### src/rtl/axi4_stream_tpg_pkg.sv
// Shared types and width helpers for the AXI4-Stream test pattern generator.
package axi4_stream_tpg_pkg;

   typedef enum logic {
      IDLE   = 1'b0,
      ACTIVE = 1'b1
   } state_t;

   typedef enum logic [1:0] {
      HRAMP = 2'd0,
      VRAMP = 2'd1,
      BARS  = 2'd2,
      FLAT  = 2'd3
   } pattern_t;

   function automatic int axis_bytes(input int ncomp, input int dw);
      return (ncomp * dw + 7) / 8;
   endfunction

   function automatic int axis_width(input int ncomp, input int dw);
      return axis_bytes(ncomp, dw) * 8;
   endfunction

   // Counter width that stays legal for a range of a single value.
   function automatic int cnt_width(input int n);
      return (n > 1) ? $clog2(n) : 1;
   endfunction

endpackage

### src/rtl/axi4_stream_tpg_if.sv
// AXI4-Stream video bus carrying one pixel per beat.
interface axi4_stream_tpg_if #(
   parameter int M_AXIS_BYTES = 3
);
   localparam int M_AXIS_WIDTH = M_AXIS_BYTES * 8;

   logic [M_AXIS_WIDTH-1:0] TDATA;
   logic                    TVALID;
   logic                    TREADY;
   logic [M_AXIS_BYTES-1:0] TKEEP;
   logic [M_AXIS_BYTES-1:0] TSTRB;
   logic                    TUSER;
   logic                    TLAST;
   logic                    TID;
   logic                    TDEST;

   modport master (
      output TDATA, TVALID, TKEEP, TSTRB, TUSER, TLAST, TID, TDEST,
      input  TREADY
   );

   modport slave (
      input  TDATA, TVALID, TKEEP, TSTRB, TUSER, TLAST, TID, TDEST,
      output TREADY
   );
endinterface

### src/rtl/axi4_stream_tpg_pattern.sv
// Combinational pixel generator: maps (x, y, pattern) to a packed pixel word.
module axi4_stream_tpg_pattern
   import axi4_stream_tpg_pkg::*;
#(
   parameter int NUM_VIDEO_COMPONENTS = 3,
   parameter int MAXIMUM_DATA_WIDTH   = 8,
   parameter int ACTIVE_COLS          = 1920,
   parameter int XW                   = 11,
   parameter int YW                   = 11,
   parameter int PIX_W                = 24
)(
   input  logic [XW-1:0]    i_x,
   input  logic [YW-1:0]    i_y,
   input  pattern_t         i_pat,
   output logic [PIX_W-1:0] o_pixel
);
   localparam int DW = MAXIMUM_DATA_WIDTH;
   localparam int NC = NUM_VIDEO_COMPONENTS;
   localparam logic [XW-1:0] BAR_W   = XW'(ACTIVE_COLS / 8);
   localparam logic [XW-1:0] BAR_MAX = XW'(7);
   localparam logic [DW-1:0] HALF    = DW'(1) << (DW - 1);

   logic [XW-1:0]         w_bar_q;
   logic [2:0]            w_bar;
   logic [NC-1:0][DW-1:0] w_comp;

   // Columns past the eighth full bar (when ACTIVE_COLS is not a multiple of 8) stay on bar 7.
   assign w_bar_q = i_x / BAR_W;
   assign w_bar   = (w_bar_q > BAR_MAX) ? 3'd7 : w_bar_q[2:0];

   for (genvar c = 0; c < NC; c++) begin : g_comp
      logic w_bar_on;
      if (c < 3) begin : g_bar
         assign w_bar_on = w_bar[c];
      end else begin : g_nobar
         assign w_bar_on = 1'b0;
      end
      assign w_comp[c] = (i_pat == HRAMP) ? DW'(i_x) :
                         (i_pat == VRAMP) ? DW'(i_y) :
                         (i_pat == BARS)  ? {DW{w_bar_on}} : HALF;
   end

   assign o_pixel = PIX_W'(w_comp);

endmodule

### src/rtl/axi4_stream_tpg.sv
// AXI4-Stream video test pattern generator: frame FSM, raster counters, output register.
// Optional frame counter output enabled by defining AXI4_STREAM_TPG_FRAME_COUNT_EN.
module axi4_stream_tpg
   import axi4_stream_tpg_pkg::*;
#(
   parameter int NUM_VIDEO_COMPONENTS = 3,
   parameter int MAXIMUM_DATA_WIDTH   = 8,
   parameter int ACTIVE_COLS          = 1920,
   parameter int ACTIVE_ROWS          = 1080
)(
   input  logic                ap_clk,
   input  logic                ap_rst_n,
   input  logic                enable,
   input  logic [1:0]          pattern_sel,
`ifdef AXI4_STREAM_TPG_FRAME_COUNT_EN
   output logic [15:0]         frame_count,
`endif
   axi4_stream_tpg_if.master   m_axis_video
);
   localparam int M_AXIS_BYTES = axis_bytes(NUM_VIDEO_COMPONENTS, MAXIMUM_DATA_WIDTH);
   localparam int M_AXIS_WIDTH = axis_width(NUM_VIDEO_COMPONENTS, MAXIMUM_DATA_WIDTH);
   localparam int XW = cnt_width(ACTIVE_COLS);
   localparam int YW = cnt_width(ACTIVE_ROWS);
   localparam logic [XW-1:0] X_LAST = XW'(ACTIVE_COLS - 1);
   localparam logic [YW-1:0] Y_LAST = YW'(ACTIVE_ROWS - 1);

   state_t                  r_state, w_state_nxt;
   logic [XW-1:0]           r_x, w_x_nxt;
   logic [YW-1:0]           r_y, w_y_nxt;
   pattern_t                r_pat, w_pat_nxt;
   logic                    r_tvalid, w_tvalid_nxt;
   logic                    r_tuser, r_tlast;
   logic [M_AXIS_WIDTH-1:0] r_tdata, w_pix;
   logic                    w_xfer, w_last_px, w_load;

   assign w_xfer    = r_tvalid & m_axis_video.TREADY;
   assign w_last_px = (r_x == X_LAST) && (r_y == Y_LAST);

   always_ff @(posedge ap_clk or negedge ap_rst_n) begin
      if (!ap_rst_n) r_state <= IDLE;
      else           r_state <= w_state_nxt;
   end

   // w_load marks a cycle where the output register takes the next pixel.
   always_comb begin
      w_state_nxt  = r_state;
      w_x_nxt      = r_x;
      w_y_nxt      = r_y;
      w_pat_nxt    = r_pat;
      w_tvalid_nxt = r_tvalid;
      w_load       = 1'b0;
      case (r_state)
         IDLE: begin
            if (enable) begin
               w_state_nxt  = ACTIVE;
               w_x_nxt      = '0;
               w_y_nxt      = '0;
               w_pat_nxt    = pattern_t'(pattern_sel);
               w_tvalid_nxt = 1'b1;
               w_load       = 1'b1;
            end
         end
         ACTIVE: begin
            if (w_xfer) begin
               if (w_last_px) begin
                  w_x_nxt = '0;
                  w_y_nxt = '0;
                  if (enable) begin
                     w_pat_nxt = pattern_t'(pattern_sel);
                     w_load    = 1'b1;
                  end else begin
                     w_state_nxt  = IDLE;
                     w_tvalid_nxt = 1'b0;
                  end
               end else begin
                  w_load = 1'b1;
                  if (r_x == X_LAST) begin
                     w_x_nxt = '0;
                     w_y_nxt = r_y + 1'b1;
                  end else begin
                     w_x_nxt = r_x + 1'b1;
                  end
               end
            end
         end
         default: w_state_nxt = IDLE;
      endcase
   end

   axi4_stream_tpg_pattern #(
      .NUM_VIDEO_COMPONENTS (NUM_VIDEO_COMPONENTS),
      .MAXIMUM_DATA_WIDTH   (MAXIMUM_DATA_WIDTH),
      .ACTIVE_COLS          (ACTIVE_COLS),
      .XW                   (XW),
      .YW                   (YW),
      .PIX_W                (M_AXIS_WIDTH)
   ) u_pattern (
      .i_x     (w_x_nxt),
      .i_y     (w_y_nxt),
      .i_pat   (w_pat_nxt),
      .o_pixel (w_pix)
   );

   // Output beat is computed from the next coordinates so TDATA stays registered.
   always_ff @(posedge ap_clk or negedge ap_rst_n) begin
      if (!ap_rst_n) begin
         r_x      <= '0;
         r_y      <= '0;
         r_pat    <= HRAMP;
         r_tvalid <= 1'b0;
         r_tdata  <= '0;
         r_tuser  <= 1'b0;
         r_tlast  <= 1'b0;
      end else begin
         r_x      <= w_x_nxt;
         r_y      <= w_y_nxt;
         r_pat    <= w_pat_nxt;
         r_tvalid <= w_tvalid_nxt;
         if (w_load) begin
            r_tdata <= w_pix;
            r_tuser <= (w_x_nxt == '0) && (w_y_nxt == '0);
            r_tlast <= (w_x_nxt == X_LAST);
         end else if (!w_tvalid_nxt) begin
            r_tdata <= '0;
            r_tuser <= 1'b0;
            r_tlast <= 1'b0;
         end
      end
   end

`ifdef AXI4_STREAM_TPG_FRAME_COUNT_EN
   logic [15:0] r_frame_count;

   always_ff @(posedge ap_clk or negedge ap_rst_n) begin
      if (!ap_rst_n)                r_frame_count <= '0;
      else if (w_xfer && w_last_px) r_frame_count <= r_frame_count + 16'd1;
   end

   assign frame_count = r_frame_count;
`endif

   assign m_axis_video.TDATA  = r_tdata;
   assign m_axis_video.TVALID = r_tvalid;
   assign m_axis_video.TUSER  = r_tuser;
   assign m_axis_video.TLAST  = r_tlast;
   assign m_axis_video.TKEEP  = {M_AXIS_BYTES{1'b1}};
   assign m_axis_video.TSTRB  = {M_AXIS_BYTES{1'b1}};
   assign m_axis_video.TID    = 1'b0;
   assign m_axis_video.TDEST  = 1'b0;

endmodule

### src/flat_wrapper.sv
// flat-port wrapper written by rule: the top's interface ports become plain ports
module axi4_stream_tpg_flat import axi4_stream_tpg_pkg::*;
#(
   parameter int NUM_VIDEO_COMPONENTS = 3,
   parameter int MAXIMUM_DATA_WIDTH   = 8,
   parameter int ACTIVE_COLS          = 1920,
   parameter int ACTIVE_ROWS          = 1080
)
  (ap_clk, ap_rst_n, enable, pattern_sel, m_axis_video_TDATA, m_axis_video_TVALID, m_axis_video_TKEEP, m_axis_video_TSTRB, m_axis_video_TUSER, m_axis_video_TLAST, m_axis_video_TID, m_axis_video_TDEST, m_axis_video_TREADY);
  axi4_stream_tpg_if #(.M_AXIS_BYTES(3)) m_axis_video_i ();
  input  logic ap_clk;
  input  logic ap_rst_n;
  input  logic enable;
  input  logic [1:0] pattern_sel;
  output wire logic [$bits(m_axis_video_i.TDATA)-1:0] m_axis_video_TDATA;
  output wire logic [$bits(m_axis_video_i.TVALID)-1:0] m_axis_video_TVALID;
  output wire logic [$bits(m_axis_video_i.TKEEP)-1:0] m_axis_video_TKEEP;
  output wire logic [$bits(m_axis_video_i.TSTRB)-1:0] m_axis_video_TSTRB;
  output wire logic [$bits(m_axis_video_i.TUSER)-1:0] m_axis_video_TUSER;
  output wire logic [$bits(m_axis_video_i.TLAST)-1:0] m_axis_video_TLAST;
  output wire logic [$bits(m_axis_video_i.TID)-1:0] m_axis_video_TID;
  output wire logic [$bits(m_axis_video_i.TDEST)-1:0] m_axis_video_TDEST;
  input wire logic [$bits(m_axis_video_i.TREADY)-1:0] m_axis_video_TREADY;
  assign m_axis_video_TDATA = m_axis_video_i.TDATA;
  assign m_axis_video_TVALID = m_axis_video_i.TVALID;
  assign m_axis_video_TKEEP = m_axis_video_i.TKEEP;
  assign m_axis_video_TSTRB = m_axis_video_i.TSTRB;
  assign m_axis_video_TUSER = m_axis_video_i.TUSER;
  assign m_axis_video_TLAST = m_axis_video_i.TLAST;
  assign m_axis_video_TID = m_axis_video_i.TID;
  assign m_axis_video_TDEST = m_axis_video_i.TDEST;
  assign m_axis_video_i.TREADY = m_axis_video_TREADY;
  axi4_stream_tpg #(.NUM_VIDEO_COMPONENTS(NUM_VIDEO_COMPONENTS), .MAXIMUM_DATA_WIDTH(MAXIMUM_DATA_WIDTH), .ACTIVE_COLS(ACTIVE_COLS), .ACTIVE_ROWS(ACTIVE_ROWS)) u_core (.ap_clk(ap_clk), .ap_rst_n(ap_rst_n), .enable(enable), .pattern_sel(pattern_sel), .m_axis_video(m_axis_video_i));
endmodule
### config.mk
export PLATFORM = sky130hd
export DESIGN_NAME = axi4_stream_tpg_flat
export DESIGN_NICKNAME = d
export VERILOG_FILES = /design/src/rtl/axi4_stream_tpg_pkg.sv /design/src/rtl/axi4_stream_tpg_if.sv /design/src/rtl/axi4_stream_tpg_pattern.sv /design/src/rtl/axi4_stream_tpg.sv /design/src/flat_wrapper.sv
export SDC_FILE = /design/constraint.sdc
export NUM_CORES = 1
export LEC_CHECK = 0
export ABC_AREA = 1
export CAP_MARGIN = 5
export CORE_ASPECT_RATIO = 0.75
export CORE_MARGIN = 2
export CORE_UTILIZATION = 29
export CTS_CLUSTER_SIZE = 30
export DETAILED_ROUTE_END_ITERATION = 16
export GPL_ROUTABILITY_DRIVEN = 0
export MAX_ROUTING_LAYER = met4
export PLACE_DENSITY = 0.44
export SETUP_SLACK_MARGIN = 0.15
export SLEW_MARGIN = 20
export SYNTH_ARGS = -nofsm -noshare
export SYNTH_HDL_FRONTEND = slang
export SYNTH_SLANG_ARGS = --single-unit
### constraint.sdc
create_clock -name ap_clk -period 6.3 [get_ports ap_clk]
set_clock_uncertainty 0.15 [all_clocks]
set_input_delay 0.945 -clock ap_clk [delete_from_list [all_inputs] [get_ports ap_clk]]
set_output_delay 0.945 -clock ap_clk [all_outputs]
set_load 0.05 [all_outputs]
# Word-level counts from Yosys, hierarchy flattened
# Index checks and enable logic that the tools add are counted.
# W data, S select, Z words.
# word_totals
ff_bits	52
latch_bits	0
ramBits	0
mem_bits_ro	0
in_bits	6
output_inout_bits	35
wordCells	65
memories	0
# classes
n_addsub	2
mul	0
div_mod_pow	1
n_lt_le_gt_ge	1
eq_ne	6
n_shift	0
muxes	40
bitwise	2
n_reduce_logical	5
# ops
cell	n
$mux W11	8
$mux W8	9
$mux W24	2
$pmux W11 S2	2
$eq A11 B11 Y1 const B	3
$add A11 B1 Y11 const B	2
$logic_not A11 Y1	2
$div A11 B8 Y11 const B	1
$gt A11 B3 Y1 const B	1
$mux W1	11
$mux W2	3
$pmux W1 S2	3
$pmux W2 S2	1
$mux W3	1
$eq A2 B1 Y1 const B	1
$eq A2 B2 Y1 const B	1
$logic_and A1 B1 Y1	2
$logic_not A2 Y1	1
$ne A2 B2 Y1 const B	1
$and A1 B1 Y1	1
$not A1 Y1	1

# Logic depth before layout (Yosys ltp)
# Gate-level depths: netlist of the first run.
# depth
word_depth	12
ltp_mapped	27
mapped_depth_nobuf	27

# By module
# Synthesis of the first run repeated with hierarchy kept, for this count alone.
# unflattened
cells_unflattened	529
area_unflattened_um2	3616.0
# by_module_without_submodules
mod	instances	cells_per_inst	area_per_inst_um2
axi4_stream_tpg	1	425	3064.2
axi4_stream_tpg_pattern	1	104	551.8

# Least setup slack after synthesis of the first run
# Ideal clock, no wire load.
# synth_path
kind	input port to flip-flop
startpoint	input m_axis_video_TREADY
endpoint	register u_core.r_tdata[6] (netlist: u_core.m_axis_video.TDATA[6])
t_arrival_ps	2759
setup_slack_ps	3274
path_stages	24
path_buffers	0
cell_sequence	nand2_1 > inv_1 > nand3_4 > nand2_4 > o21bai_4 > nand3_1 > nand2_2 > nand2_2 > nand2_1 > nand2_2 > nand2_2 > nand2_2 > nand2_1 > nand2_1 > nand2_1 > nand2_1 > nand2_1 > nand2_2 > nand2_2 > nand2_4 > nand2_1 > nand2_1 > nand2_1 > nand2_1
# synth_via
elab_chain_len	10
elab_cells_between_ends	22
# synth_rtl
item	line	source
start, declared	flat_wrapper.sv:23	input wire logic [$bits(m_axis_video_i.TREADY)-1:0] m_axis_video_TREADY;
$and A1 B1 Y1 (*)	axi4_stream_tpg.sv:36	assign w_xfer = r_tvalid & m_axis_video.TREADY;
$mux W11 (*)	axi4_stream_tpg.sv:64	if (w_xfer) begin
$pmux W11 S2 (*)	axi4_stream_tpg.sv:52	case (r_state)
named net u_core.u_pattern.i_x[8]	axi4_stream_tpg_pattern.sv:12	input logic [XW-1:0] i_x,
$div A11 B8 Y11 (*)	axi4_stream_tpg_pattern.sv:28	assign w_bar_q = i_x / BAR_W;
$gt A11 B3 Y1	axi4_stream_tpg_pattern.sv:29	assign w_bar = (w_bar_q > BAR_MAX) ? 3'd7 : w_bar_q[2:0];
$mux W3 (*)	axi4_stream_tpg_pattern.sv:29	
$mux W8 (*)	axi4_stream_tpg_pattern.sv:40	(i_pat == BARS) ? {DW{w_bar_on}} : HALF;
$mux W8 (*)	axi4_stream_tpg_pattern.sv:39	(i_pat == VRAMP) ? DW'(i_y) :
$mux W8 (*)	axi4_stream_tpg_pattern.sv:38	assign w_comp[c] = (i_pat == HRAMP) ? DW'(i_x) :
$mux W24 (*)	axi4_stream_tpg.sv:119	if (w_load) begin
end signal, assigned	axi4_stream_tpg.sv:120	r_tdata <= w_pix;
end, declared	axi4_stream_tpg.sv:33	logic [M_AXIS_WIDTH-1:0] r_tdata, w_pix;
# Mark *: on every way through the listed nets, which the timed path passes. The rest lies on a longest branch.
# A chain may end at the register's enable or synchronous reset.

# Worst setup path in the final report of the first run
# layout_path
startpoint	input m_axis_video_TREADY
endpoint	register u_core.r_tdata[23] (netlist: u_core.m_axis_video.TDATA[23])
# layout_via
elab_cells_between_ends	22
# layout_lines
item	line	source
$and A1 B1 Y1 (*)	axi4_stream_tpg.sv:36	
$mux W2 (*)	axi4_stream_tpg.sv:64	
$pmux W2 S2 (*)	axi4_stream_tpg.sv:52	
named net u_core.u_pattern.i_pat[1]	axi4_stream_tpg_pattern.sv:14	input pattern_t i_pat,
$eq A2 B2 Y1	axi4_stream_tpg_pattern.sv:40	
$mux W8	axi4_stream_tpg_pattern.sv:40	
$mux W8	axi4_stream_tpg_pattern.sv:39	
$mux W8 (*)	axi4_stream_tpg_pattern.sv:38	
$mux W24 (*)	axi4_stream_tpg.sv:119	
# Marks and branches as above.

==> flow_summary.html, run 1 <==
<table>
<tr><th>Metric</th><th>Value</th></tr>
<tr><th colspan="2">Status</th></tr>
<tr><td>Outcome</td><td>finished clean</td></tr>
<tr><th colspan="2">Critical path</th></tr>
<tr><td>R2R setup slack</td><td>2.97 ns</td></tr>
<tr><td>Number of cells on the worst reg-to-reg path</td><td>14</td></tr>
<tr><td>Kind of launch point of the worst setup path</td><td>primary input</td></tr>
<tr><td>Required time of the critical path</td><td>approximately 6.3 ns</td></tr>
<tr><td>Arrival time at the worst endpoint</td><td>3.81 ns</td></tr>
<tr><td>Capturing point of the worst reg2reg path</td><td>u_core.m_axis_video.TDATA[23]</td></tr>
<tr><td>Category of the worst setup path capture point</td><td>flop</td></tr>
<tr><td>Worst setup path class</td><td>in2reg</td></tr>
<tr><td>Launch instance of the worst register-to-register path</td><td>u_core.r_x[0]</td></tr>
<tr><td>Maximum fanout count along the critical path</td><td>17</td></tr>
<tr><th colspan="2">Power and ir drop</th></tr>
<tr><td>Leakage power summed over all cells</td><td>~2 nW</td></tr>
<tr><td>IR Drop Worst-Case VDD</td><td>about 0.12 mV</td></tr>
<tr><td>Power density cells</td><td>345 nW/um2</td></tr>
<tr><th colspan="2">Flow run</th></tr>
<tr><td>Max-Cap Viols</td><td>0</td></tr>
<tr><th colspan="2">Logic synthesis</th></tr>
<tr><td>Flop and latch count out of synthesis</td><td>52</td></tr>
<tr><td>Synthesized netlist cell count</td><td>446</td></tr>
<tr><td>Commonest cells in the synthesized netlist</td><td>125 x sky130_fd_sc_hd__nand2_1, 54 x sky130_fd_sc_hd__inv_1, 52 x sky130_fd_sc_hd__dfrtp_1, 30 x sky130_fd_sc_hd__nor2_1, 22 x sky130_fd_sc_hd__nand3_1</td></tr>
<tr><td>Synth top area share</td><td>0.389</td></tr>
<tr><td>Syn avg cell area</td><td>around 7.5 um2</td></tr>
<tr><td>Count of synthesis-stage warnings from yosys</td><td>0</td></tr>
<tr><td>Primary FF master, synth</td><td>sky130_fd_sc_hd__dfrtp_1</td></tr>
<tr><td>Sequential-to-total area share from yosys stat</td><td>0.389</td></tr>
<tr><td>Count of flip-flops with a built-in enable after synthesis</td><td>0</td></tr>
<tr><td>Library cell with the highest instance count after synthesis</td><td>sky130_fd_sc_hd__nand2_1</td></tr>
<tr><td>Cell taking the most area after synthesis</td><td>sky130_fd_sc_hd__dfrtp_1</td></tr>
<tr><td>Fraction of synthesis flops using an asynchronous set or reset pin</td><td>1.00</td></tr>
<tr><td>Synth top area cells</td><td>sky130_fd_sc_hd__dfrtp_1 39%, sky130_fd_sc_hd__nand2_1 14%, sky130_fd_sc_hd__inv_1 6.1%, sky130_fd_sc_hd__nor2_1 3.4%, sky130_fd_sc_hd__nand3_1 3.3%</td></tr>
<tr><td>Cell area after synthesis</td><td>~3300 um2</td></tr>
<tr><td>Count of different cell masters after synthesis</td><td>43</td></tr>
<tr><th colspan="2">Floorplan</th></tr>
<tr><td>Starting utilization of the core area</td><td>0.302</td></tr>
<tr><td>Core Box Area</td><td>about 11000 um2</td></tr>
<tr><td>Die Span Y</td><td>around 97 um</td></tr>
<tr><td>Core Rows</td><td>33</td></tr>
<tr><td>Die W</td><td>approximately 130 um</td></tr>
<tr><td>Die ar.</td><td>around 12000 um2</td></tr>
<tr><td>Number of primary I/O pins</td><td>41</td></tr>
<tr><th colspan="2">Global routing</th></tr>
<tr><td>Antenna violations before repair</td><td>0</td></tr>
<tr><td>First-pass GRT wire length</td><td>between 15000 and 20000 um</td></tr>
<tr><td>Number of global-route vias before repair</td><td>around 2900</td></tr>
<tr><td>Leftover overflow at the end of global routing</td><td>0</td></tr>
<tr><td>Global-route usage over all layers</td><td>0.157</td></tr>
<tr><td>Largest net degree at the start of global routing</td><td>53</td></tr>
<tr><th colspan="2">Placement</th></tr>
<tr><td>Half-perimeter wire length after detailed placement</td><td>6990 um</td></tr>
<tr><td>Quantity of I/O buffers inserted on ports</td><td>32</td></tr>
<tr><th colspan="2">Hold path</th></tr>
<tr><td>Worst hold-check path type</td><td>reg2reg</td></tr>
<tr><td>Hold depth</td><td>2</td></tr>
<tr><td>Hold Crit Start</td><td>u_core.m_axis_video.TDATA[1]</td></tr>
<tr><td>WHS Endpoint</td><td>u_core.m_axis_video.TDATA[1]</td></tr>
<tr><th colspan="2">Finish</th></tr>
<tr><td>Combined flip-flop and latch cell area</td><td>between 1000 and 1500 um2</td></tr>
<tr><td>Multi-input gate area in the final layout</td><td>approximately 1700 um2</td></tr>
<tr><td>Layout Area Growth over Synthesis</td><td>17.8%</td></tr>
<tr><td>ANT cells</td><td>0</td></tr>
<tr><td>Ratio of cells with drive above 1 in the final layout</td><td>0.128</td></tr>
<tr><td>Count of filler cells inserted in the layout</td><td>about 1200</td></tr>
<tr><td>Count of nets after finishing</td><td>about 490</td></tr>
<tr><th colspan="2">Drt</th></tr>
<tr><td>Number of vias per cell after detailed routing</td><td>around 4.8</td></tr>
<tr><td>Number of vias in the routed layout</td><td>between 2000 and 3000</td></tr>
<tr><td>Detailed Route WL</td><td>about 9000 um</td></tr>
<tr><td>First DRT Iteration DRCs</td><td>between 200 and 250</td></tr>
<tr><td>Total DRC errors in the routed layout</td><td>0</td></tr>
<tr><td>Post-DR wirelength/cell</td><td>~15 um</td></tr>
<tr><td>DRT antenna net count</td><td>0</td></tr>
<tr><td>First-pass iteration count of the detailed router</td><td>4</td></tr>
<tr><th colspan="2">Clock network</th></tr>
<tr><td>Total CTS buffers</td><td>5</td></tr>
<tr><td>Setup fix buffers added after clock tree synthesis</td><td>0</td></tr>
<tr><td>Worst-Skew Late Latency</td><td>between 0.2 and 0.3 ns</td></tr>
<tr><td>Post-CTS clock slew at the launch and capture registers of the worst setup and hold paths</td><td>roughly 0.060 ns</td></tr>
<tr><td>Deepest level of the CTS H-tree</td><td>2</td></tr>
<tr><td>CTS tree</td><td>yes</td></tr>
<tr><td>CTS Hold Buffers Added</td><td>0</td></tr>
<tr><td>Clock Path Buffers</td><td>2</td></tr>
<tr><td>Clock sink total</td><td>52</td></tr>
<tr><td>Number of instances resized during post-cts repair</td><td>0</td></tr>
<tr><td>Clock root buffer</td><td>sky130_fd_sc_hd__clkbuf_16</td></tr>
<tr><th colspan="2">Timing</th></tr>
<tr><td>Worst max-slew margin expressed relative to the limit</td><td>0.460</td></tr>
<tr><td>Post-route fraction of the period consumed by the critical path</td><td>0.601</td></tr>
<tr><td>Achievable clock frequency</td><td>approximately 260 MHz</td></tr>
<tr><td>Setup-violating endpoint count in the final report</td><td>0</td></tr>
<tr><td>Final setup TNS</td><td>0 ns</td></tr>
<tr><td>Post-route minimum period</td><td>approximately 3.8 ns</td></tr>
<tr><td>Total count of hold-check failures in the final report</td><td>0</td></tr>
<tr><td>Number of max-slew violations in the final report</td><td>0</td></tr>
<tr><td>Measured slew at the worst slew-check pin</td><td>~0.8 ns</td></tr>
<tr><td>Unrepaired setup endpoints after global routing</td><td>no</td></tr>
<tr><td>Final hold slack</td><td>approximately 0.33 ns</td></tr>
</table>
## worst max-delay path, cell delays in order
cell	delay [ns]
sky130_fd_sc_hd__clkdlybuf4s50_1	0.49
sky130_fd_sc_hd__nand2_1	0.17
sky130_fd_sc_hd__inv_1	0.31
sky130_fd_sc_hd__nand2_1	0.11
sky130_fd_sc_hd__nand2_2	0.17
sky130_fd_sc_hd__nand2_2	0.15
sky130_fd_sc_hd__nand2_1	0.13
sky130_fd_sc_hd__o21ai_4	0.10
sky130_fd_sc_hd__nor2_4	0.36
sky130_fd_sc_hd__inv_1	0.30
sky130_fd_sc_hd__o221a_2	0.38
sky130_fd_sc_hd__a22o_1	0.18
## registers in the layout, indices dropped and copies added, names as in the netlist
name	flops
u_core.r_y	11
u_core.m_axis_video.TDATA	24
u_core.m_axis_video.TUSER	1
u_core.r_pat	2
u_core.r_state	1
u_core.r_x	11
u_core.m_axis_video.TVALID	1
u_core.m_axis_video.TLAST	1
## placed cells by master, fill, tap and decap left out, types with 2 or more instances in the layout
master,synthesis,layout
sky130_fd_sc_hd__a32oi_1,2,2
sky130_fd_sc_hd__o21ai_2,2,2
sky130_fd_sc_hd__a21oi_1,16,16
sky130_fd_sc_hd__ha_1,2,2
sky130_fd_sc_hd__o21ai_0,12,12
sky130_fd_sc_hd__nor4_1,7,7
sky130_fd_sc_hd__nor2_2,5,5
sky130_fd_sc_hd__nand2_2,14,14
sky130_fd_sc_hd__xor2_1,6,6
sky130_fd_sc_hd__nor3_1,9,9
sky130_fd_sc_hd__nand3_2,5,5
sky130_fd_sc_hd__dfrtp_1,52,52
sky130_fd_sc_hd__or2_1,2,2
sky130_fd_sc_hd__nand2_4,7,7
sky130_fd_sc_hd__nand2_1,125,125
sky130_fd_sc_hd__clkbuf_16,0,5
sky130_fd_sc_hd__a31oi_1,2,2
sky130_fd_sc_hd__clkinv_1,2,2
sky130_fd_sc_hd__nand4_1,10,10
sky130_fd_sc_hd__nor2_4,4,4
sky130_fd_sc_hd__clkdlybuf4s50_1,0,31
sky130_fd_sc_hd__conb_1,2,8
sky130_fd_sc_hd__inv_2,4,4
sky130_fd_sc_hd__nand3_1,22,22
sky130_fd_sc_hd__inv_1,54,54
sky130_fd_sc_hd__nor2_1,30,30
sky130_fd_sc_hd__o22ai_1,5,5
sky130_fd_sc_hd__nand4_2,2,2
sky130_fd_sc_hd__o21ai_4,3,3
sky130_fd_sc_hd__o21ai_1,13,13
## routing by layer
layer / track usage / part of all wire / up-vias
met3: 0.0282 / 0.045 / 4
li1: - / - / 1498
met1: 0.242 / 0.54 / 1387
met5: - / 0 / -
met2: 0.217 / 0.41 / 64
met4: 0.0237 / 0.0042 / 0
## power breakdown
part           total, mW  internal [mW]  leakage, nW  switching [mW]
sequential         0.459          0.402        0.680          0.0570
combinational      0.583          0.167         1.18           0.416
clock              0.317          0.189       0.0815           0.127
## cell type report
| class | instances | share of cell area |
|---|---|---|
| tap | 140 | 0.0445 |
| inverter | 60 | 0.0572 |
| sequential | 52 | 0.330 |
| clock inverter | 2 | 0.00984 |
| multi-input combinational | 325 | 0.444 |
| clock buffer | 6 | 0.0327 |
| timing repair buffer | 33 | 0.0819 |
## logic make-up after synthesis
group | count (synthesis) | synth area share
AOI/OAI and AO/OA | 64 | 0.126
xor gates and xnor gates | 6 | 0.0157
adders and majority gates | 2 | 0.00748
buffers and inverters | 75 | 0.0954
DFF | 52 | 0.389
other | 2 | 0.00224
and+or+nand+nor | 245 | 0.364
## stage by stage
step	setup slack [ns]	std cells	utilization	instance area, um2	total power, mW
after global routing	2.17	618	0.356	3940	1.45
after detailed placement	2.20	610	0.341	3770	1.05
after CTS	2.50	618	0.356	3940	1.38
final	2.52	618	0.356	3940	1.36
after floorplan	3.27	452	-	3370	0.874
after global placement	2.20	610	0.341	3770	1.05
## how the worst max path moves through the flow
stage | startpoint | depth (start not counted) | to | slack (ns)
detailed placement | m_axis_video_TREADY | 12 | u_core.m_axis_video.TDATA[23] | 2.20
global route | m_axis_video_TREADY | 23 | u_core.m_axis_video.TDATA[2] | 2.17
global placement | m_axis_video_TREADY | 13 | u_core.m_axis_video.TDATA[7] | 2.20
CTS | m_axis_video_TREADY | 12 | u_core.m_axis_video.TDATA[23] | 2.50
floorplan | m_axis_video_TREADY | 24 | u_core.m_axis_video.TDATA[6] | 3.27
finish | m_axis_video_TREADY | 12 | u_core.m_axis_video.TDATA[23] | 2.52
Power figures use the tool's default switching activity.
==> run 2: changes to the inputs <==
==> constraint.sdc (replaced) <==
create_clock -name ap_clk -period 3.55 [get_ports ap_clk]
set_clock_uncertainty 0.15 [all_clocks]
set_input_delay 0.5325 -clock ap_clk [delete_from_list [all_inputs] [get_ports ap_clk]]
set_output_delay 0.5325 -clock ap_clk [all_outputs]
set_load 0.05 [all_outputs]
==> run 2 against run 1 <==
  * The run now ends with negative hold slack left
  * Via count up 3.6%
  * Count of clock-buffer cells in the layout unchanged
  * Final area up 3.7%
  * Sequential power up 78%
  * Total power up 78%
  * Worst setup slack worse by 2.1 ns
  * Clock power up 56%
  * Critical path type unchanged
  * Flip-flop and latch count unchanged
  * Routed wire length up 2.4%
  * Largest cell class unchanged
  * Die area unchanged
  * Combinational power up 89%
  * Critical path depth up 1
  * Highest routed layer unchanged
==> flow_summary.html, run 2 (synthesized netlist as in run 1, its figures left out) <==
<table>
<tr><th>Metric</th><th>Value</th></tr>
<tr><th colspan="2">Critical path</th></tr>
<tr><td>Slowest stage delay, CP</td><td>0.53 ns (+0.04 ns)</td></tr>
<tr><td>Category of the worst setup path capture point</td><td>flop</td></tr>
<tr><td>Critical-path cell with the highest stage delay</td><td>sky130_fd_sc_hd__clkdlybuf4s50_1</td></tr>
<tr><td>Maximum fanout count along the critical path</td><td>7 (-10)</td></tr>
<tr><td>Crit-path cells</td><td>clkdlybuf4s50_1 &gt; nand2_4 &gt; inv_4 &gt; nand3_4 &gt; nand2_4 &gt; o21a_1 &gt; inv_1 &gt; nor4_1 &gt; nand2_1 &gt; nor4_1 &gt; buf_4 &gt; nand4_1 &gt; o21ai_0</td></tr>
<tr><td>Worst setup path class</td><td>in2reg</td></tr>
<tr><td>Number of cells on the worst reg-to-reg path</td><td>13 (-1)</td></tr>
<tr><td>Required time of the critical path</td><td>3.62 ns (-2.71 ns)</td></tr>
<tr><td>Kind of launch point of the worst setup path</td><td>primary input</td></tr>
<tr><td>Arrival time at the worst endpoint</td><td>3.17 ns (-0.64 ns)</td></tr>
<tr><th colspan="2">Timing</th></tr>
<tr><td>Setup-violating endpoint count in the final report</td><td>0 (unchanged)</td></tr>
<tr><td>Post-route fraction of the period consumed by the critical path</td><td>0.875</td></tr>
<tr><td>Post-route minimum period</td><td>roughly 3.1 ns</td></tr>
<tr><td>Final setup TNS</td><td>0 ns (unchanged)</td></tr>
<tr><td>Final hold slack</td><td>-0.00928 ns (-0.339 ns)</td></tr>
<tr><td>Unrepaired setup endpoints after global routing</td><td>no</td></tr>
<tr><td>Measured slew at the worst slew-check pin</td><td>0.658 ns (-0.146 ns)</td></tr>
<tr><td>Total count of hold-check failures in the final report</td><td>7 (+7)</td></tr>
<tr><td>Achievable clock frequency</td><td>322 MHz</td></tr>
<tr><td>Number of max-slew violations in the final report</td><td>0 (unchanged)</td></tr>
<tr><td>Worst max-slew margin expressed relative to the limit</td><td>0.557 (+0.0962)</td></tr>
<tr><th colspan="2">Drt</th></tr>
<tr><td>Total DRC errors in the routed layout</td><td>0 (unchanged)</td></tr>
<tr><td>Number of vias per cell after detailed routing</td><td>4.81 (+0.66%)</td></tr>
<tr><td>First-pass iteration count of the detailed router</td><td>4 (unchanged)</td></tr>
<tr><td>DRT antenna net count</td><td>0 (unchanged)</td></tr>
<tr><td>First DRT Iteration DRCs</td><td>233 (+11%)</td></tr>
<tr><td>Number of vias in the routed layout</td><td>3059 (+3.6%)</td></tr>
<tr><td>Post-DR wirelength/cell</td><td>14.6 um (-0.53%)</td></tr>
<tr><td>Detailed Route WL</td><td>9300 um (+2.4%)</td></tr>
<tr><th colspan="2">Placement</th></tr>
<tr><td>Quantity of I/O buffers inserted on ports</td><td>32 (unchanged)</td></tr>
<tr><td>Area after detailed placement</td><td>3880 um2 (+2.8%)</td></tr>
<tr><td>Inst Count DP</td><td>624 (+2.3%)</td></tr>
<tr><td>Half-perimeter wire length after detailed placement</td><td>7240 um (+3.6%)</td></tr>
<tr><th colspan="2">Hold path</th></tr>
<tr><td>Worst hold-check path type</td><td>in2async</td></tr>
<tr><th colspan="2">Clock network</th></tr>
<tr><td>Clock sink total</td><td>52 (unchanged)</td></tr>
<tr><td>CTS tree</td><td>yes</td></tr>
<tr><td>Clock Path Buffers</td><td>2 (unchanged)</td></tr>
<tr><td>Worst-Skew Late Latency</td><td>0.30 ns (about the same)</td></tr>
<tr><td>Clock root buffer</td><td>sky130_fd_sc_hd__clkbuf_16</td></tr>
<tr><td>Post-CTS clock slew at the launch and capture registers of the worst setup and hold paths</td><td>0.08 ns (+0.02 ns)</td></tr>
<tr><td>Total CTS buffers</td><td>5 (unchanged)</td></tr>
<tr><td>Deepest level of the CTS H-tree</td><td>2 (unchanged)</td></tr>
<tr><th colspan="2">Floorplan</th></tr>
<tr><td>Die Span Y</td><td>97.0 um (unchanged)</td></tr>
<tr><td>Core Rows</td><td>33 (unchanged)</td></tr>
<tr><td>Die W</td><td>128 um (unchanged)</td></tr>
<tr><td>Die ar.</td><td>12400 um2 (unchanged)</td></tr>
<tr><td>Core Box Area</td><td>11100 um2 (unchanged)</td></tr>
<tr><td>Number of primary I/O pins</td><td>41 (unchanged)</td></tr>
<tr><td>Starting utilization of the core area</td><td>0.302 (unchanged)</td></tr>
<tr><th colspan="2">Global routing</th></tr>
<tr><td>Number of global-route vias before repair</td><td>2937 (+2.1%)</td></tr>
<tr><td>Largest net degree at the start of global routing</td><td>39 (-26%)</td></tr>
<tr><td>Leftover overflow at the end of global routing</td><td>0 (unchanged)</td></tr>
<tr><td>Global-route usage over all layers</td><td>0.163 (+0.00598)</td></tr>
<tr><td>First-pass GRT wire length</td><td>15500 um (+2.9%)</td></tr>
<tr><td>Antenna violations before repair</td><td>0 (unchanged)</td></tr>
<tr><th colspan="2">Power and ir drop</th></tr>
<tr><td>IR Drop Worst-Case VDD</td><td>0.178 mV (+53%)</td></tr>
<tr><td>Total chip power</td><td>2.41 mW (+78%)</td></tr>
<tr><td>Leakage power summed over all cells</td><td>2.02 nW (+4.0%)</td></tr>
<tr><td>Power density cells</td><td>590 nW/um2 (+71%)</td></tr>
<tr><th colspan="2">Status</th></tr>
<tr><td>Outcome</td><td>finished, violations left</td></tr>
<tr><td>Violations in the final reports</td><td>negative hold slack</td></tr>
<tr><th colspan="2">Finish</th></tr>
<tr><td>Ratio of cells with drive above 1 in the final layout</td><td>0.173 (+0.0458)</td></tr>
<tr><td>Finished layout cell area</td><td>4090 um2 (+3.7%)</td></tr>
<tr><td>Count of filler cells inserted in the layout</td><td>1173 (+0.60%)</td></tr>
<tr><td>Multi-input gate area in the final layout</td><td>1780 um2 (+1.7%)</td></tr>
<tr><td>Largest register FFs</td><td>24 (unchanged)</td></tr>
<tr><td>Commonest non-fill, non-tap cells in the layout</td><td>124 x sky130_fd_sc_hd__nand2_1, 53 x sky130_fd_sc_hd__inv_1, 52 x sky130_fd_sc_hd__dfrtp_1</td></tr>
<tr><td>Count of nets after finishing</td><td>503 (+3.7%)</td></tr>
<tr><td>Layout Area Growth over Synthesis</td><td>22.1%</td></tr>
<tr><td>Combined flip-flop and latch cell area</td><td>1300 um2 (unchanged)</td></tr>
<tr><td>ANT cells</td><td>0 (unchanged)</td></tr>
<tr><td>Count of placed standard cells in the final layout, fillers left out</td><td>636 (+2.9%)</td></tr>
<tr><td>Most common library cell in the layout ignoring fill and taps</td><td>sky130_fd_sc_hd__nand2_1</td></tr>
<tr><td>Final Util</td><td>0.369 (+0.0131)</td></tr>
<tr><th colspan="2">Flow run</th></tr>
<tr><td>Max-Cap Viols</td><td>0 (unchanged)</td></tr>
</table>
==> run 2: worst max-delay path, delay by kind of cell <==
kind | cells | cell delay [ns]
and+or+nand+nor | 7 | 1.20
buffers and inverters | 4 | 1.03
AOI/OAI and AO/OA | 2 | 0.42
==> run 2: metal layers <==
layer | vias up | wire [um] | GRT usage
li1 | 1538 | - | -
met1 | 1446 | 4840 | 0.238
met5 | - | 0 | -
met4 | 0 | 159 | 0.0389
met2 | 60 | 3840 | 0.228
met3 | 15 | 464 | 0.0371
==> run 2: power breakdown <==
| part | internal (mW) | switching [mW] |
|---|---|---|
| logic | 0.342 | 0.758 |
| clock network | 0.264 | 0.232 |
| registers | 0.713 | 0.103 |
| total | 1.32 | 1.09 |
==> run 2: final cells by class <==
cell class | instances | area share
timing repair buffer | 51 | 0.112
sequential | 52 | 0.319
clock inverter | 2 | 0.00398
tap | 140 | 0.0429
clock buffer | 6 | 0.0315
inverter | 60 | 0.0557
multi-input combinational | 325 | 0.435
==> run 2: what timing repair did <==
item | in CTS | in global routing
endpoints found under the setup margin | 0 | 16
hold buffers | 0 | 0
setup buffers | 0 | 4
hold endpoints to repair | 0 | 0
gates resized for setup | 0 | 11
==> run 2: final timing paths <==
kind | from | endpoint | slack, ns
max in group asynchronous | ap_rst_n | u_core.m_axis_video.TDATA[0] | 2.42
hold / removal | ap_rst_n | u_core.r_y[9] | -0.009
setup reg to reg | u_core.r_x[1] | u_core.m_axis_video.TUSER | 0.47
hold reg to reg | u_core.m_axis_video.TDATA[4] | u_core.m_axis_video.TDATA[4] | 0.33
setup / recovery | m_axis_video_TREADY | u_core.m_axis_video.TUSER | 0.44
min in group ap_clk | u_core.m_axis_video.TDATA[4] | u_core.m_axis_video.TDATA[4] | 0.33
==> run 2: metrics by stage <==
stage | setup WS (ns) | hold WS, ns
3_5_place_dp | 0.00357 | 0.318
2_1_floorplan | 0.745 | 0.0869
6_report | 0.444 | -0.00928
5_1_grt | 0.163 | 0.00869
3_3_place_gp | 0.0408 | 0.315
4_1_cts | 0.310 | 0.00100
==> run 3: changes to the inputs <==
==> constraint.sdc (replaced) <==
create_clock -name ap_clk -period 3.29 [get_ports ap_clk]
set_clock_uncertainty 0.15 [all_clocks]
set_input_delay 0.4935 -clock ap_clk [delete_from_list [all_inputs] [get_ports ap_clk]]
set_output_delay 0.4935 -clock ap_clk [all_outputs]
set_load 0.05 [all_outputs]
==> run 3 against run 2 <==
  * The flow now finishes without violations
  * Utilization increased by 3.1 points
  * Global-route usage decreased by 0.070 points
  * Cell count increased by 5.2%
  * Combinational power increased by 19%
  * Total power increased by 14%
  * Flip-flop and latch count unchanged
  * Critical endpoint is now u_core.m_axis_video.TDATA[4]
==> flow_summary.html, run 3 (synthesized netlist as in run 1, its figures left out) <==
<table>
<tr><th>Metric</th><th>Value</th></tr>
<tr><th colspan="2">Status</th></tr>
<tr><td>Outcome</td><td>finished clean</td></tr>
<tr><th colspan="2">Global routing</th></tr>
<tr><td>Antenna violations before repair</td><td>0 (unchanged)</td></tr>
<tr><td>Number of global-route vias before repair</td><td>2968 (+1.1%)</td></tr>
<tr><td>Leftover overflow at the end of global routing</td><td>0 (unchanged)</td></tr>
<tr><td>GRT busiest layer</td><td>met1</td></tr>
<tr><td>Global-route usage over all layers</td><td>0.163 (-0.000701)</td></tr>
<tr><td>Met2 usage</td><td>0.227 (-0.000823)</td></tr>
<tr><td>Met1 Use GR</td><td>0.250 (+0.0122)</td></tr>
<tr><td>Largest net degree at the start of global routing</td><td>41 (+5.1%)</td></tr>
<tr><td>Routing usage on met3</td><td>0.0277 (-0.00940)</td></tr>
<tr><td>First-pass GRT wire length</td><td>15600 um (+0.53%)</td></tr>
<tr><th colspan="2">Finish</th></tr>
<tr><td>Finished layout cell area</td><td>4430 um2 (+8.4%)</td></tr>
<tr><td>Count of nets after finishing</td><td>536 (+6.6%)</td></tr>
<tr><td>Multi-input gate area in the final layout</td><td>1850 um2 (+4.1%)</td></tr>
<tr><td>Ratio of cells with drive above 1 in the final layout</td><td>0.242 (+0.0686)</td></tr>
<tr><td>Count of filler cells inserted in the layout</td><td>1153 (-1.7%)</td></tr>
<tr><td>Combined flip-flop and latch cell area</td><td>1300 um2 (about the same)</td></tr>
<tr><td>ANT cells</td><td>0 (unchanged)</td></tr>
<tr><td>Largest register FFs</td><td>24 (unchanged)</td></tr>
<tr><td>Commonest non-fill, non-tap cells in the layout</td><td>120 x sky130_fd_sc_hd__nand2_1, 53 x sky130_fd_sc_hd__inv_1, 51 x sky130_fd_sc_hd__dfrtp_1</td></tr>
<tr><td>Layout Area Growth over Synthesis</td><td>32.3%</td></tr>
<tr><td>Most common library cell in the layout ignoring fill and taps</td><td>sky130_fd_sc_hd__nand2_1</td></tr>
<tr><th colspan="2">Critical path</th></tr>
<tr><td>Category of the worst setup path capture point</td><td>flop</td></tr>
<tr><td>Required time of the critical path</td><td>3.33 ns (-0.29 ns)</td></tr>
<tr><td>Worst setup path class</td><td>reg2reg</td></tr>
<tr><td>Maximum fanout count along the critical path</td><td>7 (unchanged)</td></tr>
<tr><td>Kind of launch point of the worst setup path</td><td>flop</td></tr>
<tr><td>Arrival time at the worst endpoint</td><td>2.95 ns (-0.22 ns)</td></tr>
<tr><th colspan="2">Drt</th></tr>
<tr><td>First-pass iteration count of the detailed router</td><td>5 (+1)</td></tr>
<tr><td>Post-DR wirelength/cell</td><td>14.3 um (-2.1%)</td></tr>
<tr><td>DRT antenna net count</td><td>0 (unchanged)</td></tr>
<tr><td>Detailed Route WL</td><td>9570 um (+2.9%)</td></tr>
<tr><td>First DRT Iteration DRCs</td><td>147 (-37%)</td></tr>
<tr><td>Total DRC errors in the routed layout</td><td>0 (unchanged)</td></tr>
<tr><td>Number of vias in the routed layout</td><td>3152 (+3.0%)</td></tr>
<tr><td>Number of vias per cell after detailed routing</td><td>4.71 (-2.0%)</td></tr>
<tr><th colspan="2">Placement</th></tr>
<tr><td>Half-perimeter wire length after detailed placement</td><td>7490 um (+3.5%)</td></tr>
<tr><td>Area after detailed placement</td><td>4090 um2 (+5.6%)</td></tr>
<tr><td>Quantity of I/O buffers inserted on ports</td><td>32 (unchanged)</td></tr>
<tr><th colspan="2">Hold path</th></tr>
<tr><td>Worst hold-check path type</td><td>reg2reg</td></tr>
<tr><th colspan="2">Clock network</th></tr>
<tr><td>CTS tree</td><td>yes</td></tr>
<tr><td>Clock sink total</td><td>52 (unchanged)</td></tr>
<tr><td>Clock Path Buffers</td><td>2 (unchanged)</td></tr>
<tr><td>Deepest level of the CTS H-tree</td><td>2 (unchanged)</td></tr>
<tr><td>Total CTS buffers</td><td>5 (unchanged)</td></tr>
<tr><td>Worst-Skew Late Latency</td><td>0.30 ns (about the same)</td></tr>
<tr><td>Post-CTS clock slew at the launch and capture registers of the worst setup and hold paths</td><td>0.07 ns (about the same)</td></tr>
<tr><td>Clock root buffer</td><td>sky130_fd_sc_hd__clkbuf_16</td></tr>
<tr><th colspan="2">Timing</th></tr>
<tr><td>Measured slew at the worst slew-check pin</td><td>0.512 ns (-0.147 ns)</td></tr>
<tr><td>Post-route fraction of the period consumed by the critical path</td><td>0.884</td></tr>
<tr><td>Worst max-slew margin expressed relative to the limit</td><td>0.658 (+0.101)</td></tr>
<tr><td>Setup-violating endpoint count in the final report</td><td>0 (unchanged)</td></tr>
<tr><td>Achievable clock frequency</td><td>around 340 MHz</td></tr>
<tr><td>Total count of hold-check failures in the final report</td><td>0 (-7)</td></tr>
<tr><td>Final hold slack</td><td>0.328 ns (+0.337 ns)</td></tr>
<tr><td>Post-route minimum period</td><td>around 2.9 ns</td></tr>
<tr><td>Unrepaired setup endpoints after global routing</td><td>no</td></tr>
<tr><td>Final setup TNS</td><td>0 ns (unchanged)</td></tr>
<tr><td>Number of max-slew violations in the final report</td><td>0 (unchanged)</td></tr>
<tr><th colspan="2">Power and ir drop</th></tr>
<tr><td>Power density cells</td><td>619 nW/um2 (+4.9%)</td></tr>
<tr><td>IR Drop Worst-Case VDD</td><td>0.243 mV (+37%)</td></tr>
<tr><td>Leakage power summed over all cells</td><td>2.23 nW (+10%)</td></tr>
<tr><th colspan="2">Floorplan</th></tr>
<tr><td>Die ar.</td><td>12400 um2 (unchanged)</td></tr>
<tr><td>Number of primary I/O pins</td><td>41 (unchanged)</td></tr>
<tr><td>Core Box Area</td><td>11100 um2 (unchanged)</td></tr>
<tr><td>Core Rows</td><td>33 (unchanged)</td></tr>
<tr><td>Die Span Y</td><td>97.0 um (unchanged)</td></tr>
<tr><td>Die W</td><td>128 um (unchanged)</td></tr>
<tr><td>Starting utilization of the core area</td><td>0.302 (unchanged)</td></tr>
<tr><th colspan="2">Flow run</th></tr>
<tr><td>Max-Cap Viols</td><td>0 (unchanged)</td></tr>
</table>
-- run 3: changes by cell type in the layout (fill, tap and decap cells not counted), moves of 2 or more --
| cell | previous run | this run |
|---|---|---|
| sky130_fd_sc_hd__nand2_2 | 14 | 18 |
| sky130_fd_sc_hd__buf_4 | 19 | 50 |
| sky130_fd_sc_hd__nor2_2 | 8 | 4 |
| sky130_fd_sc_hd__clkdlybuf4s50_1 | 31 | 29 |
| sky130_fd_sc_hd__nand2_1 | 124 | 120 |
| sky130_fd_sc_hd__nor2_4 | 6 | 10 |
| sky130_fd_sc_hd__dlymetal6s2s_1 | 0 | 2 |
| sky130_fd_sc_hd__nand3_1 | 22 | 19 |
| sky130_fd_sc_hd__nand3_2 | 5 | 7 |
-- run 3: final timing paths --
path / start / end / slack, ns / cells after the start
worst min register to register: u_core.m_axis_video.TDATA[1] / u_core.m_axis_video.TDATA[1] / 0.33 / 2
min in group asynchronous: ap_rst_n / u_core.r_y[9] / 0.49 / 2
worst min-delay path: u_core.m_axis_video.TDATA[1] / u_core.m_axis_video.TDATA[1] / 0.33 / 2
max in group asynchronous: ap_rst_n / u_core.m_axis_video.TDATA[7] / 1.67 / 3
worst max register to register: u_core.r_x[0] / u_core.m_axis_video.TDATA[4] / 0.38 / 24
worst max-delay path: u_core.r_x[0] / u_core.m_axis_video.TDATA[4] / 0.38 / 24
-- run 3: cell type report --
cell class / instances / area share
clock buffer: 5 / 0.0283
clock inverter: 3 / 0.00509
timing repair buffer: 84 / 0.164
sequential: 52 / 0.294
tap: 140 / 0.0396
multi-input combinational: 325 / 0.418
inverter: 60 / 0.0509
-- run 3: through the flow --
step / utilization / setup slack (ns) / power [mW] / instances
after floorplan: - / 0.485 / 1.67 / 452
after global placement: 0.370 / -0.0693 / 2.14 / 651
after detailed placement: 0.370 / -0.0907 / 2.14 / 651
after CTS: 0.384 / 0.226 / 2.70 / 660
after global routing: 0.400 / 0.107 / 2.92 / 669
final: 0.400 / 0.380 / 2.74 / 669
-- run 3: per-layer routing --
metal  part of all wire  vias up
met2               0.43       61
li1                   -     1599
met4             0.0043        0
met5                  0        -
met1               0.52     1488
met3              0.046        4
-- run 3: repair_timing --
item,in CTS,in global routing
setup endpoints to repair,0,16
hold endpoints to repair,12,0
gates resized for setup,0,28
hold buffers,1,0
setup buffers,0,9
-- run 3: worst max-delay path: stages (launching register included) --
cell and delay [ns]:
sky130_fd_sc_hd__dfrtp_1 0.43, sky130_fd_sc_hd__ha_4 0.17, sky130_fd_sc_hd__nand3_4 0.10, sky130_fd_sc_hd__nor2_8 0.19, sky130_fd_sc_hd__nand2_4 0.10, sky130_fd_sc_hd__nand2_4 0.07, sky130_fd_sc_hd__nand2_4 0.09, sky130_fd_sc_hd__nand3_2 0.11
sky130_fd_sc_hd__nand2_4 0.08, sky130_fd_sc_hd__nand3_2 0.10, sky130_fd_sc_hd__nand3_2 0.10, sky130_fd_sc_hd__nor2_2 0.12, sky130_fd_sc_hd__nand2_2 0.07, sky130_fd_sc_hd__nand2_2 0.09, sky130_fd_sc_hd__nand3_2 0.08, sky130_fd_sc_hd__o21ai_1 0.13
sky130_fd_sc_hd__nand3_1 0.08, sky130_fd_sc_hd__nand2_1 0.09, sky130_fd_sc_hd__nand2_2 0.06, sky130_fd_sc_hd__nand2_2 0.07, sky130_fd_sc_hd__nand2_4 0.08, sky130_fd_sc_hd__nand2_2 0.06, sky130_fd_sc_hd__nand2_1 0.05, sky130_fd_sc_hd__nand2_1 0.07
sky130_fd_sc_hd__nand2_1 0.05
-- run 3: where the power goes --
part | total (mW) | internal (mW) | switching, mW
registers | 0.888 | 0.769 | 0.119
logic | 1.31 | 0.468 | 0.841
clock network | 0.544 | 0.286 | 0.259
total | 2.74 | 1.52 | 1.22
